$ cat config.mk
export PLATFORM = sky130hd
export DESIGN_NAME = dmem_arbiter
export DESIGN_NICKNAME = d
export VERILOG_FILES = /design/src/rtl/dmem_arbiter.sv
export SDC_FILE = /design/constraint.sdc
export NUM_CORES = 1
export LEC_CHECK = 0
export CORE_AREA = 4 4 109 111
export DETAILED_ROUTE_END_ITERATION = 12
export DIE_AREA = 0 0 113 115
export SLEW_MARGIN = 30
export SYNTH_ARGS = -nofsm -noshare
export SYNTH_HDL_FRONTEND = slang
export SYNTH_SLANG_ARGS = --single-unit
$ cat constraint.sdc
create_clock -name clk -period 4.5 [get_ports clk]
set_input_delay 0.9 -clock clk [delete_from_list [all_inputs] [get_ports clk]]
set_output_delay 0.9 -clock clk [all_outputs]
set_load 0.02 [all_outputs]
$ cat src/rtl/dmem_arbiter.sv
// Two-port arbiter in front of the single-port data RAM: CPU (port 0) and debug/loader (port 1).
// Round-robin by default; define CPU_PRIORITY_EN to make port 0 win every tie.
module dmem_arbiter #(
  parameter int ADDR_W      = 32,
  parameter int DATA_W      = 32,
  parameter int DEPTH_WORDS = 64
) (
  input  logic                           clk,
  input  logic                           rst,

  input  logic                           m0_req,
  input  logic                           m0_we,
  input  logic [ADDR_W-1:0]              m0_addr,
  input  logic [DATA_W-1:0]              m0_wdata,
  input  logic [DATA_W/8-1:0]            m0_be,
  output logic                           m0_gnt,
  output logic                           m0_rvalid,
  output logic [DATA_W-1:0]              m0_rdata,
  output logic                           m0_err,

  input  logic                           m1_req,
  input  logic                           m1_we,
  input  logic [ADDR_W-1:0]              m1_addr,
  input  logic [DATA_W-1:0]              m1_wdata,
  input  logic [DATA_W/8-1:0]            m1_be,
  output logic                           m1_gnt,
  output logic                           m1_rvalid,
  output logic [DATA_W-1:0]              m1_rdata,
  output logic                           m1_err,

  output logic                           mem_en,
  output logic                           mem_we,
  output logic [DATA_W/8-1:0]            mem_be,
  output logic [$clog2(DEPTH_WORDS)-1:0] mem_addr,
  output logic [DATA_W-1:0]              mem_wdata,
  input  logic [DATA_W-1:0]              mem_rdata
);

  localparam int WORD_W = ADDR_W - 2;
  localparam int MEM_AW = $clog2(DEPTH_WORDS);
  localparam logic [WORD_W-1:0] WORD_LIMIT = WORD_W'(DEPTH_WORDS);

  logic                 last_grant;
  logic                 resp_pending;
  logic                 resp_owner;
  logic                 resp_read;
  logic                 resp_err;

  logic                 pick1;
  logic                 gnt0;
  logic                 gnt1;
  logic                 any_gnt;

  logic                 sel_we;
  logic [WORD_W-1:0]    sel_word;
  logic [DATA_W-1:0]    sel_wdata;
  logic [DATA_W/8-1:0]  sel_be;
  logic                 sel_in_range;

  logic                 resp_pulse;
  logic [DATA_W-1:0]    resp_data;

  // Byte lanes are selected by the enables, so the low address bits carry no information.
  logic unused_addr_bits;
  assign unused_addr_bits = ^{m0_addr[1:0], m1_addr[1:0]};

  always_comb begin
    pick1 = 1'b0;
`ifdef CPU_PRIORITY_EN
    pick1 = m1_req && !m0_req;
`else
    pick1 = m1_req && (!m0_req || !last_grant);
`endif
    gnt0    = rst && m0_req && !pick1;
    gnt1    = rst && pick1;
    any_gnt = gnt0 || gnt1;
  end

  assign m0_gnt = gnt0;
  assign m1_gnt = gnt1;

  always_comb begin
    sel_we    = m0_we;
    sel_word  = m0_addr[ADDR_W-1:2];
    sel_wdata = m0_wdata;
    sel_be    = m0_be;
    if (gnt1) begin
      sel_we    = m1_we;
      sel_word  = m1_addr[ADDR_W-1:2];
      sel_wdata = m1_wdata;
      sel_be    = m1_be;
    end
    sel_in_range = (sel_word < WORD_LIMIT);
  end

  // Out-of-range accesses never reach the RAM; they are answered with an error instead.
  always_comb begin
    mem_en    = 1'b0;
    mem_we    = 1'b0;
    mem_be    = '0;
    mem_addr  = '0;
    mem_wdata = '0;
    if (any_gnt && sel_in_range) begin
      mem_en    = 1'b1;
      mem_we    = sel_we;
      mem_be    = sel_we ? sel_be : '0;
      mem_addr  = sel_word[MEM_AW-1:0];
      mem_wdata = sel_wdata;
    end
  end

  always_ff @(posedge clk or negedge rst) begin
    if (!rst) begin
      last_grant   <= 1'b1;
      resp_pending <= 1'b0;
      resp_owner   <= 1'b0;
      resp_read    <= 1'b0;
      resp_err     <= 1'b0;
    end else begin
      resp_pending <= any_gnt;
      if (any_gnt) begin
        last_grant <= gnt1;
        resp_owner <= gnt1;
        resp_read  <= !sel_we;
        resp_err   <= !sel_in_range;
      end
    end
  end

  // Clean in-range writes complete silently; reads and errors get exactly one pulse.
  always_comb begin
    resp_pulse = resp_pending && (resp_read || resp_err);
    resp_data  = (resp_pending && resp_read && !resp_err) ? mem_rdata : '0;
    m0_rvalid  = resp_pulse && !resp_owner;
    m1_rvalid  = resp_pulse && resp_owner;
    m0_err     = m0_rvalid && resp_err;
    m1_err     = m1_rvalid && resp_err;
    m0_rdata   = m0_rvalid ? resp_data : '0;
    m1_rdata   = m1_rvalid ? resp_data : '0;
  end

endmodule

==> flow_summary_export.csv <==
group,metric,value,unit
placement,detailedPlace.worstSlack,0.134,ns
timing,fin_crit,4.37,ns
cts,clock_latency,0.22,ns
global_route,grt_max_degree,46,
cts,htreeDepth,1,
cts,clock-sinks,5,
cts,cts.clk_slew.worst_paths,0.03,ns
critical_path,crit_arrival,3.47,ns
power_and_ir_drop,p_sw,0.0973,mW
floorplan,start_util,14.5,%
power_and_ir_drop,p_leak,1.68,nW
synthesis,synth-seq-cells,5,
power_and_ir_drop,p_clk_share,22.3,%
critical_path,crit_type,"in -> out",
timing,finalHoldViolations,0,
floorplan,core_area,0.0108,mm2
detailed_routing,wire_per_inst,15.7,um
cts,ctsLongestPathBuffers,2,
synthesis,syn_inst,258,
final_layout,final_cell_mix,"283 x clkdlybuf4s50_1, 83 x nand2_1, 65 x and2_1",
timing,finalCritPeriodShare,97.1,%
global_route,grt_pass1_vias,2798,
cts,cts_tree,"yes",
floorplan,fp-row-count,38,
cts,post_cts_resize_count,0,
power_and_ir_drop,switching_share,26.8,%
timing,grt_setup_unrepaired,"no",
detailed_routing,drt-initial-drc-count,63,
detailed_routing,viasPerCell,4.07,
final_layout,drive_above_1_share,10.3,%
detailed_routing,drtAntennaViolNets,0,
synthesis,syn_area,0.00157,mm2
synthesis,synth_nets,432,
final_layout,nets,709,
critical_path,cp-start-kind,"input pin",
timing,slew_viol_final,0,
critical_path,worst_setup_path_end_kind,"output pin",
global_route,grt_usage,14.6,%
timing,tightest_slew,0.413,ns
final_layout,area.growth.synth_to_final,192,%
synthesis,avgSynthCellArea,6.08,um2
floorplan,dieHeight,115,um
final_layout,n_fill_cell,1176,
timing,max_freq,0.229,GHz
power_and_ir_drop,power_density,79.1,mW/mm2
floorplan,die_x,113,um
worst_hold_path,hp-class,"reg -> reg",
global_route,overflow,0,
detailed_routing,drt_wl_total,10600,um
timing,setup_violations,0,
detailed_routing,dr_total_vias,2744,
timing,fin_skew,0.000132,ns
power_and_ir_drop,intPower,0.265,mW
flow_run,max-cap-violations,0,
detailed_routing,first_pass_iters,4,
detailed_routing,drc,0,
global_route,antenna_found_initial,1,
timing,setup_total_negative_slack,0,ns
critical_path,crit_fanout,45,
placement,place_congestion,0.882,
power_and_ir_drop,comb_power_share,62.8,%
critical_path,r2r_slack,2.87,ns
floorplan,die_area,0.0130,mm2
floorplan,io_pins,288,
synthesis,yosysUniqueCellTypes,22,
placement,io_buffers,283,
critical_path,worstPathRequired,3.60,ns
cts,post_cts_buffers,0,
placement,place_hpwl,9280,um
status,status,"completed",
final_layout,antennaDiodeCount,0,
power_and_ir_drop,power.share.sequential,14.9,%
power_and_ir_drop,ir_drop,0.0531,mV
final_layout,final_common_cell,"clkdlybuf4s50_1",
timing,slew_headroom,72.2,%
synthesis,ys_warn_count,0,
cts,cts-buffers-inserted,3,
global_route,grt_pass1_wl,15000,um
cts,cts_root_buf,"clkbuf_8",
synthesis,yosysSeqAreaShare,8.05,%
timing,fin_ws,0.131,ns
cts,ctsHoldBuffers,0,
[registers in the layout, indices dropped and copies added, names as in the netlist]
register / flops
resp_err: 1
resp_read: 1
last_grant: 1
resp_pending: 1
resp_owner: 1
[synthesized netlist by cell type]
cell type / n / area share, %
o21a_1: 2 / 0.96
a21oi_1: 5 / 1.6
a21oi_2: 38 / 21
dfrtp_1: 4 / 6.4
inv_2: 1 / 0.24
inv_1: 3 / 0.72
mux2i_1: 1 / 0.64
mux2_2: 2 / 1.4
nor2_2: 1 / 0.40
dfstp_2: 1 / 1.7
clkbuf_1: 14 / 3.3
nand2_1: 83 / 20
nand4_1: 3 / 1.2
o22a_1: 1 / 0.56
nor2_1: 7 / 1.7
or4_1: 2 / 0.96
nand3_1: 8 / 2.6
nand2b_1: 1 / 0.40
buf_6: 5 / 3.6
nor4_1: 10 / 4.0
a2111o_1: 1 / 0.72
and2_1: 65 / 26
[power by group through the flow]
stage	registers (mW)	logic [mW]	clock network, mW
final	0.0539	0.228	0.0809
after detailed placement	0.0544	0.229	0
after global placement	0.0543	0.225	0
after CTS	0.0539	0.230	0.0831
after floorplan	0.0536	0.0551	0
after global routing	0.0547	0.245	0.0890
[final cells by class]
type | count | area (um2) | share of cell area (%)
repair buffers | 291 | 2910 | 63.3
multi-input cells | 230 | 1320 | 28.8
well taps | 140 | 175 | 3.82
flip-flops and latches | 5 | 126 | 2.76
clock buffers | 4 | 45.0 | 0.982
inverters | 4 | 15.0 | 0.327
[through the flow]
step	util (%)	instance area (um2)	hold WS, ns	instances	power [mW]
after floorplan	-	1570	0.461	258	0.109
after global placement	42.1	4540	0.481	670	0.279
after detailed placement	42.1	4540	0.485	670	0.283
after CTS	42.5	4590	0.494	674	0.367
after global routing	42.5	4590	0.537	674	0.389
final	42.5	4590	0.488	674	0.363
[kinds of logic (layout without fill, tap and decap cells)]
group | Yosys count | in the layout | synth area share (%)
flip-flops | 5 | 5 | 8.05
multiplexers | 3 | 3 | 2.07
buffers and inverters | 23 | 299 | 7.89
AND/OR/NAND/NOR | 180 | 180 | 56.9
AO/OA/AOI/OAI | 47 | 47 | 25.0
[worst paths after layout]
| kind | start | to | cells past startpoint |
|---|---|---|---|
| worst max-delay path | m0_addr[17] | mem_addr[5] | 7 |
| worst min-delay path | resp_owner | resp_owner | 2 |
| worst max register to register | last_grant | resp_err | 5 |
| worst min register to register | resp_owner | resp_owner | 2 |
| max in group asynchronous | rst | last_grant | 2 |
| min in group asynchronous | rst | resp_read | 2 |
[routing by layer]
layer,GRT usage (%),part of all wire (%),vias up
met4,2.32,0.77,2
met2,29.6,54,153
li1,-,-,1401
met1,13.8,34,1182
met5,0,0.10,-
met3,6.32,11,6
[critical path: stages]
cell and delay [ns]:
clkdlybuf4s50_1 0.39, or4_1 0.53, a2111o_1 0.35, o22a_2 0.26, buf_12 0.19, a21oi_1 0.18
clkdlybuf4s50_1 0.64
No activity file was read; power rests on OpenSTA's default activity.
